<file path="src/rtl/ivs_ahb_sram_bridge.sv">
// Purpose : AHB-Lite slave that turns each accepted transfer into one single-port SRAM access, with byte enables and transfer/error counters.
// Latency : writes have zero wait states; reads insert RD_LAT wait states; errors take the two-cycle ERROR response.
// Backpress: hready_out is held low during read wait states and ERR1; a new address phase is accepted only while hready_out is high.
module ivs_ahb_sram_bridge #(
  parameter int DATA_W = 32,
  parameter int DEPTH  = 64,
  parameter int RD_LAT = 1,
  localparam int AW    = $clog2(DEPTH)
) (
  input  logic              hclk,
  input  logic              hrst_n,
  input  logic              hsel,
  input  logic [1:0]        htrans,
  input  logic              hwrite,
  input  logic [31:0]       haddr,
  input  logic [DATA_W-1:0] hwdata,
  input  logic [2:0]        hsize,
  input  logic [2:0]        hburst,
  input  logic [3:0]        hprot,
  input  logic              hready_in,
  output logic              hready_out,
  output logic [1:0]        hresp,
  output logic [DATA_W-1:0] hrdata,
  output logic              mem_rd,
  output logic              mem_we,
  output logic [3:0]        mem_be,
  output logic [AW-1:0]     mem_addr,
  output logic [DATA_W-1:0] mem_wdata,
  input  logic [DATA_W-1:0] mem_rdata,
  output logic [15:0]       xfer_cnt,
  output logic [7:0]        err_cnt
);

  localparam logic [2:0] ST_IDLE    = 3'd0;
  localparam logic [2:0] ST_WR      = 3'd1;
  localparam logic [2:0] ST_RD_WAIT = 3'd2;
  localparam logic [2:0] ST_RD_DATA = 3'd3;
  localparam logic [2:0] ST_ERR1    = 3'd4;
  localparam logic [2:0] ST_ERR2    = 3'd5;

  // First byte address past the end of the SRAM.
  localparam logic [31:0] ADDR_LIMIT = 32'(DEPTH * 4);
  localparam logic [1:0]  RD_LAST    = 2'(RD_LAT - 1);

  logic [2:0]    state_q,    state_d;
  logic [AW-1:0] addr_q,     addr_d;
  logic [1:0]    size_q,     size_d;
  logic [1:0]    alo_q,      alo_d;
  logic [1:0]    rd_cnt_q,   rd_cnt_d;
  logic [15:0]   xfer_cnt_q, xfer_cnt_d;
  logic [7:0]    err_cnt_q,  err_cnt_d;

  logic accept;
  logic addr_err;

  // Burst type and protection do not change how a beat is served.
  logic unused_ok;
  assign unused_ok = ^{hburst, hprot};

  // Bus-facing outputs are decoded from state; the SRAM is only driven in data phases.
  always_comb begin
    hready_out = !((state_q == ST_RD_WAIT) || (state_q == ST_ERR1));
    hresp      = ((state_q == ST_ERR1) || (state_q == ST_ERR2)) ? 2'b01 : 2'b00;
    hrdata     = (state_q == ST_RD_DATA) ? mem_rdata : '0;
    mem_we     = (state_q == ST_WR);
    mem_rd     = (state_q == ST_RD_WAIT) && (rd_cnt_q == 2'd0);
    mem_addr   = (mem_we || mem_rd) ? addr_q : '0;
    mem_wdata  = mem_we ? hwdata : '0;
    mem_be     = 4'b0000;
    if (mem_we) begin
      case (size_q)
        2'd0:    mem_be = 4'b0001 << alo_q;
        2'd1:    mem_be = 4'b0011 << alo_q;
        default: mem_be = 4'b1111;
      endcase
    end
    xfer_cnt = xfer_cnt_q;
    err_cnt  = err_cnt_q;
  end

  // Address-phase qualification and legality check of the incoming transfer.
  always_comb begin
    accept   = hsel && htrans[1] && hready_in && hready_out;
    addr_err = (hsize > 3'b010)
            || ((hsize == 3'b001) && haddr[0])
            || ((hsize == 3'b010) && (haddr[1:0] != 2'b00))
            || (haddr >= ADDR_LIMIT);
  end

  // Next-state, captured address phase and counter updates.
  always_comb begin
    state_d    = state_q;
    addr_d     = addr_q;
    size_d     = size_q;
    alo_d      = alo_q;
    rd_cnt_d   = rd_cnt_q;
    xfer_cnt_d = xfer_cnt_q;
    err_cnt_d  = err_cnt_q;

    // A data phase finishing with OKAY counts as a completed transfer.
    if ((state_q == ST_WR) || (state_q == ST_RD_DATA)) begin
      xfer_cnt_d = xfer_cnt_q + 16'd1;
    end
    if ((state_q == ST_ERR2) && (err_cnt_q != 8'hFF)) begin
      err_cnt_d = err_cnt_q + 8'd1;
    end

    case (state_q)
      ST_IDLE, ST_WR, ST_RD_DATA, ST_ERR2: begin
        // hready_out is high in all of these, so a new transfer may start here.
        state_d = ST_IDLE;
        if (accept) begin
          addr_d   = haddr[AW+1:2];
          size_d   = hsize[1:0];
          alo_d    = haddr[1:0];
          rd_cnt_d = 2'd0;
          if (addr_err) begin
            state_d = ST_ERR1;
          end else if (hwrite) begin
            state_d = ST_WR;
          end else begin
            state_d = ST_RD_WAIT;
          end
        end
      end
      ST_RD_WAIT: begin
        if (rd_cnt_q == RD_LAST) begin
          state_d = ST_RD_DATA;
        end else begin
          rd_cnt_d = rd_cnt_q + 2'd1;
        end
      end
      ST_ERR1: state_d = ST_ERR2;
      default: state_d = ST_IDLE;
    endcase
  end

  // State registers; reset drops any transfer in flight.
  always_ff @(posedge hclk) begin
    if (!hrst_n) begin
      state_q    <= ST_IDLE;
      addr_q     <= '0;
      size_q     <= 2'd0;
      alo_q      <= 2'd0;
      rd_cnt_q   <= 2'd0;
      xfer_cnt_q <= 16'd0;
      err_cnt_q  <= 8'd0;
    end else begin
      state_q    <= state_d;
      addr_q     <= addr_d;
      size_q     <= size_d;
      alo_q      <= alo_d;
      rd_cnt_q   <= rd_cnt_d;
      xfer_cnt_q <= xfer_cnt_d;
      err_cnt_q  <= err_cnt_d;
    end
  end

endmodule

</file>
<file path="config.mk">
export PLATFORM = sky130hd
export DESIGN_NAME = ivs_ahb_sram_bridge
export DESIGN_NICKNAME = d
export VERILOG_FILES = /design/src/rtl/ivs_ahb_sram_bridge.sv
export SDC_FILE = /design/constraint.sdc
export NUM_CORES = 1
export LEC_CHECK = 0
export BUFFER_PORTS_ARGS = -buffer_cell sky130_fd_sc_hd__buf_2
export CORE_MARGIN = 2
export CORE_UTILIZATION = 38
export DETAILED_ROUTE_END_ITERATION = 12
export PLACE_DENSITY = 0.87
export SLEW_MARGIN = 25
export SYNTH_ARGS = -nofsm -noshare
export SYNTH_HDL_FRONTEND = slang
export SYNTH_SLANG_ARGS = --single-unit
export TNS_END_PERCENT = 20
</file>
<file path="constraint.sdc">
create_clock -name hclk -period 2 [get_ports hclk]
set_clock_uncertainty 0.2 [all_clocks]
set_input_delay 0.3 -clock hclk [delete_from_list [all_inputs] [get_ports hclk]]
set_output_delay 0.3 -clock hclk [all_outputs]
set_load 0.05 [all_outputs]
</file>
## Yosys cells after proc, flatten, opt, wreduce, memory -nomap -nowiden

Cells that the tools add are included.

| storage, ports and cells | value |
|---|---|
| flip-flop bits (word level) | 39 |
| latch bits | 0 |
| memory bits (writable) | 0 |
| ROM bits | 0 |
| input bits | 113 |
| output and inout bits | 103 |
| memories | 0 |

| cells by class | value |
|---|---|
| $add $sub $neg | 3 |
| multipliers | 0 |
| div/mod/pow operators | 0 |
| $lt $le $gt $ge | 2 |
| equality and inequality tests | 12 |
| shift operators | 2 |
| muxes and demuxes | 14 |
| bitwise gates (word level) | 0 |
| reductions and logical operators | 23 |

Operators with widths:

| kind | count |
|---|---|
| 32-bit two-way mux | 2 |
| 32-bit by 9-bit >= comparator with 1-bit output, second input constant | 1 |
| 16-bit by 1-bit adder with 16-bit output, second input constant | 1 |
| 3-bit by 2-bit equality test with 1-bit output, second input constant | 3 |
| 3-bit two-way mux | 3 |
| 3-bit one-hot mux with 3 select lines | 1 |
| 8-bit by 1-bit adder with 8-bit output, second input constant | 1 |
| 8-bit != test, second input constant | 1 |
| 4-bit one-hot mux with 2 select lines | 1 |
| 1-bit logical AND | 7 |
| 1-bit logical OR | 7 |
| 3-bit by 1-bit equality test with 1-bit output, second input constant | 2 |
| 3-bit equality test, second input constant | 2 |
| 2-bit two-way mux | 3 |
| 6-bit two-way mux | 1 |
| 2-bit zero test | 2 |
| 4-bit two-way mux | 1 |
| 2-bit != test, second input constant | 2 |
| 2-bit one-hot mux with 2 select lines | 1 |
| 2-bit nonzero test | 2 |
| 4-bit OR reduction | 1 |
| 1-bit by 2-bit left shift with 4-bit output, first input constant | 1 |
| 2-bit by 2-bit left shift with 4-bit output, first input constant | 1 |
| 3-bit by 2-bit > comparator with 1-bit output, second input constant | 1 |
| other kinds (8) | 8 |

## Longest topological paths before layout

| depth | value |
|---|---|
| depth in word-level cells | 8 |
| mapped depth | 6 |

## Worst setup path before layout

OpenSTA, ideal clock, no wires.

| timing | value |
|---|---|
| kind | register -> output |
| start point | register state_q[0] |
| end point | output port mem_wdata[26] |
| data arrival time | 1,966 ps |
| path slack | -466 ps |
| stages on the path, launching flop included | 5 |
| path buffers | 1 |
| cell sequence | dfxtp_1 > inv_1 > nor3_2 > clkbuf_1 > and2_1 |

| between the ends | value |
|---|---|
| word-level cells in the longest chain between the ends | 2 |

Ends and longest elaborated chain:

| what | RTL line | RTL |
|---|---|---|
| start: declaration | 45 | `logic [2:0] state_q, state_d;` |
| start signal: assignment | 149 | `state_q <= state_d;` |
| 3-bit by 1-bit equality test with 1-bit output | 65 | `mem_we = (state_q == ST_WR);` |
| net mem_we | 25 | `output logic mem_we,` |
| 32-bit two-way mux | 68 | `mem_wdata = mem_we ? hwdata : '0;` |
| end: declaration | 28 | `output logic [DATA_W-1:0] mem_wdata,` |

The timed path passes the listed nets, and every way through them passes these cells.

## Final worst setup path

| timing | value |
|---|---|
| start point | register state_q[2] |
| end point | output port hrdata[4] |

| between the ends | value |
|---|---|
| word-level cells in the longest chain between the ends | 2 |

Ends and longest elaborated chain:

| what | RTL line | RTL |
|---|---|---|
| 3-bit by 2-bit equality test with 1-bit output | 64 | `hrdata = (state_q == ST_RD_DATA) ? mem_rdata : '0;` |
| 32-bit two-way mux | 64 |  |
| end: declaration | 23 | `output logic [DATA_W-1:0] hrdata,` |

No other way between the ends.

==> summary.md <==
| Metric | Value |
|---|---|
| Sequential area share after synthesis | 0.319 |
| Syn nets | 411 |
| Hold EP | addr_q[4]$_SDFFE_PN0P_ |
| CP required | 1500 ps |
| Reg2reg end | err_cnt[7]$_SDFFE_PN0P_ |
| CTS H-tree depth | 2 |
| Tcrit/Tclk final | 1.00 |
| Post-synthesis compound-gate area fraction | 0.0660 |
| Vias | 2934 |
| Die Width | 84.2 µm |
| Largest family of logic cells by synthesized area | simple AND/OR/NAND/NOR gates |
| ANT nets after route | 0 |
| Leakage power | 2.19 nW |
| Post-Synth XOR/XNOR Area | 0.0716 |
| Worst Setup Start Kind | register |
| CP endpoint kind | output port |
| CTS Root Cell | clkbuf_8 |
| Row cnt | 29 |
| Register Area | 795 µm² |
| Post-Route WL | 10.3 mm |
| Die area | 7090 µm² |
| Final min period | 2000 ps |
| Final hold violations | 0 |
| Area of the multi-input gates | 1660 µm² |
| Synth Flop Type | dfxtp_1 |
| Fin nets | 621 |
| M1 wire length | 3.81 mm |
| Status | finished, violations left |
| Gr usage total | 0.269 |
| Post-synthesis mux area share | 0.0532 |
| Placement Setup Slack | 133 ps |
| Diode count | 0 |
| Critical R2R Launch | state_q[1]$_SDFFE_PN0P_ |
| Synth Area in Simple Gates | 0.431 |
| Worst r2r path cells | 6 |
| Netlist cell types | 39 |
| Slew margin rel. | 0.637 |
| Uppermost layer routed | met4 |
| Die height | 84.2 µm |
| Path type of the worst min-delay path | input port to register |
| # fillers | 476 |
| Iter 0 DRT Violations | 170 |
| WL met2 | 5.39 mm |
| Critical path class | register to output port |
| CTS tree | yes |
| Initial DRT Pass Iterations | 4 |
| I/O pin cnt | 216 |
| Max Root-Sink Buffers | 2 |
| Fmax | 499 MHz |
| Routability Congestion | 0.892 |
| First-pass GRT wire length | 15.0 mm |
| Number of flops mapped to enable cells by yosys | 0 |
| Vias in the first global route | 2936 |
| RSZ-0062 raised after global routing | true |
| Crit path DAT | 1500 ps |
| PwrDens | 408 nW/µm² |
| Total congestion overflow | 0 |
| Initial Utilization | 0.389 |
| Share of post-route cells with drive strength above 1 | 0.554 |
| Most common library cell in the layout ignoring fill and taps | buf_2 |
| Clk_lat worst skew | 290 ps |
| Final worst slack | -3.16 ps |
| Total of max-cap violations | 0 |
| Final setup violating endpoints | 2 |
| Max Fanout on Critical Path | 37 |
| Maximum VDD drop | 0.467 mV |
| Synth Area per Inst | 8.29 µm² |
| Buffers added on ports | 206 |
| Largest net degree at the start of global routing | 39 |
| Num CTS Buffers | 5 |
| Post-placement cell count | 569 |
| Post-DP HPWL | 6.87 mm |
| Failing checks | negative setup slack |
| Area growth, synth to finish | 76.6% |
| Core box area | 6280 µm² |
| Initial antenna violation count | 0 |
| Clock slew seen by the registers of the worst setup and hold paths | 80 ps |
| Min-delay src | haddr[6] |
| Syn Std Cell Area | 2440 µm² |
| Met3 WL | 1.01 mm |
| R2R Setup Slk | 70 ps |
| Adder-Cell Fraction of Synth Area | 0.0154 |
| Yosys reg bits | 39 |
| Overall Power | 1.76 mW |
| Most frequent cells in the layout | buf_2 (131), buf_6 (50), and2_1 (36) |
| Vias/cell | 5.04 |
| Remaining DRCs | 0 |
| YS warnings | 0 |
| Total negative slack | -3.93 ps |
| Hold Path Stages | 3 |
| Non-filler cells, final | 582 |
| Synth Instances | 295 |
| Slew @ Worst Pin | 544 ps |
| Max-slew violation count | 0 |
| Async S/R FF share, synth | 0 |
| Wire per inst | 17.8 µm |
| CTS Sinks | 39 |
[cell families (layout without fill, tap and decap cells)]
| logic type | Yosys count | after routing |
|---|---|---|
| AOI/OAI and AO/OA | 21 | 21 |
| xor gates and xnor gates | 20 | 20 |
| buffers and inverters | 24 | 234 |
| muxes | 13 | 13 |
| DFF | 39 | 39 |
| adders and majority gates | 3 | 3 |
| and+or+nand+nor | 174 | 174 |
| other | 1 | 1 |
[state kept, by name, summed over array words and instances, names as in the netlist]
| register | flops |
|---|---|
| xfer_cnt | 16 |
| rd_cnt_q | 2 |
| state_q | 3 |
| err_cnt | 8 |
| alo_q | 2 |
| addr_q | 6 |
| size_q | 2 |
[report_power, final]
| group | leakage [nW] | total (mW) | internal (mW) | switching (mW) |
|---|---|---|---|---|
| Combinational | 1.82 | 0.323 | 0.152 | 0.171 |
| Clock | 0.0513 | 0.644 | 0.366 | 0.278 |
| Sequential | 0.319 | 0.794 | 0.784 | 0.0107 |
| Total | 2.19 | 1.76 | 1.30 | 0.460 |
[cells in the mapped netlist (2+ instances only)]
| cell type | count | area, µm² |
|---|---|---|
| mux2i_1 | 13 | 130 |
| nor4_1 | 5 | 31.3 |
| clkbuf_1 | 14 | 52.6 |
| nand4_1 | 6 | 37.5 |
| nor3_1 | 2 | 10.0 |
| nor2_1 | 13 | 48.8 |
| a21oi_1 | 5 | 25.0 |
| nand4_2 | 2 | 25.0 |
| ha_1 | 3 | 37.5 |
| buf_4 | 3 | 22.5 |
| nand2_1 | 15 | 56.3 |
| xor2_1 | 5 | 43.8 |
| and2_1 | 59 | 369 |
| nor2b_1 | 16 | 100 |
| or3_1 | 3 | 18.8 |
| dfxtp_1 | 39 | 781 |
| xnor2_1 | 15 | 131 |
| nand3_1 | 8 | 40.0 |
| o21ai_0 | 4 | 20.0 |
| and3_1 | 34 | 213 |
| inv_1 | 6 | 22.5 |
| nand2b_1 | 3 | 18.8 |
| o21a_1 | 5 | 37.5 |
| a21boi_1 | 2 | 15.0 |
[worst max path at each step]
stage / start / to / slack (ps) / depth (start not counted)
global placement: rd_cnt_q[0]$_SDFFE_PN0P_ / mem_addr[3] / 180 / 7
floorplan: xfer_cnt[5]$_SDFFE_PN0P_ / xfer_cnt[13]$_SDFFE_PN0P_ / -70 / 5
detailed placement: rd_cnt_q[0]$_SDFFE_PN0P_ / mem_addr[4] / 130 / 7
CTS: state_q[0]$_SDFFE_PN0P_ / mem_wdata[24] / -40 / 5
global route: state_q[2]$_SDFFE_PN0P_ / hrdata[21] / -60 / 5
finish: state_q[2]$_SDFFE_PN0P_ / hrdata[4] / -3 / 5
[final cells by class]
| class | instances | share of cell area |
|---|---|---|
| well taps | 77 | 0.0223 |
| inverters | 6 | 0.00522 |
| flip-flops and latches | 39 | 0.184 |
| clock buffers | 6 | 0.0168 |
| clock inverters | 1 | 0.00696 |
| repair buffers | 221 | 0.380 |
| multi-input cells | 232 | 0.385 |
[routing by layer]
| metal | GRT usage | vias to the layer above |
|---|---|---|
| li1 | - | 1415 |
| met4 | 0.0674 | 0 |
| met1 | 0.302 | 1348 |
| met3 | 0.0865 | 10 |
| met2 | 0.491 | 161 |
| met5 | 0 | - |
[metrics by stage]
step,utilization,cell area [µm²],hold slack (ps)
2_1_floorplan,-,2470,249
3_3_place_gp,0.579,3630,280
3_5_place_dp,0.579,3630,299
4_1_cts,0.664,4170,66.2
5_1_grt,0.688,4320,92.6
6_report,0.688,4320,70.6
[timing repair]
item	in CTS	in global routing
gates cloned	1	0
buffers inserted	4	2
pin swaps	4	9
gates resized for setup	129	46
endpoints found under the setup margin	74	75
hold buffers	0	0
[critical path: stages (launching register included)]
cell	delay [ps]
dfxtp_4	380
buf_4	140
nor2b_4	120
buf_12	180
and3_1	210
buf_6	170
Note: power is estimated with default switching activity, not from simulation.
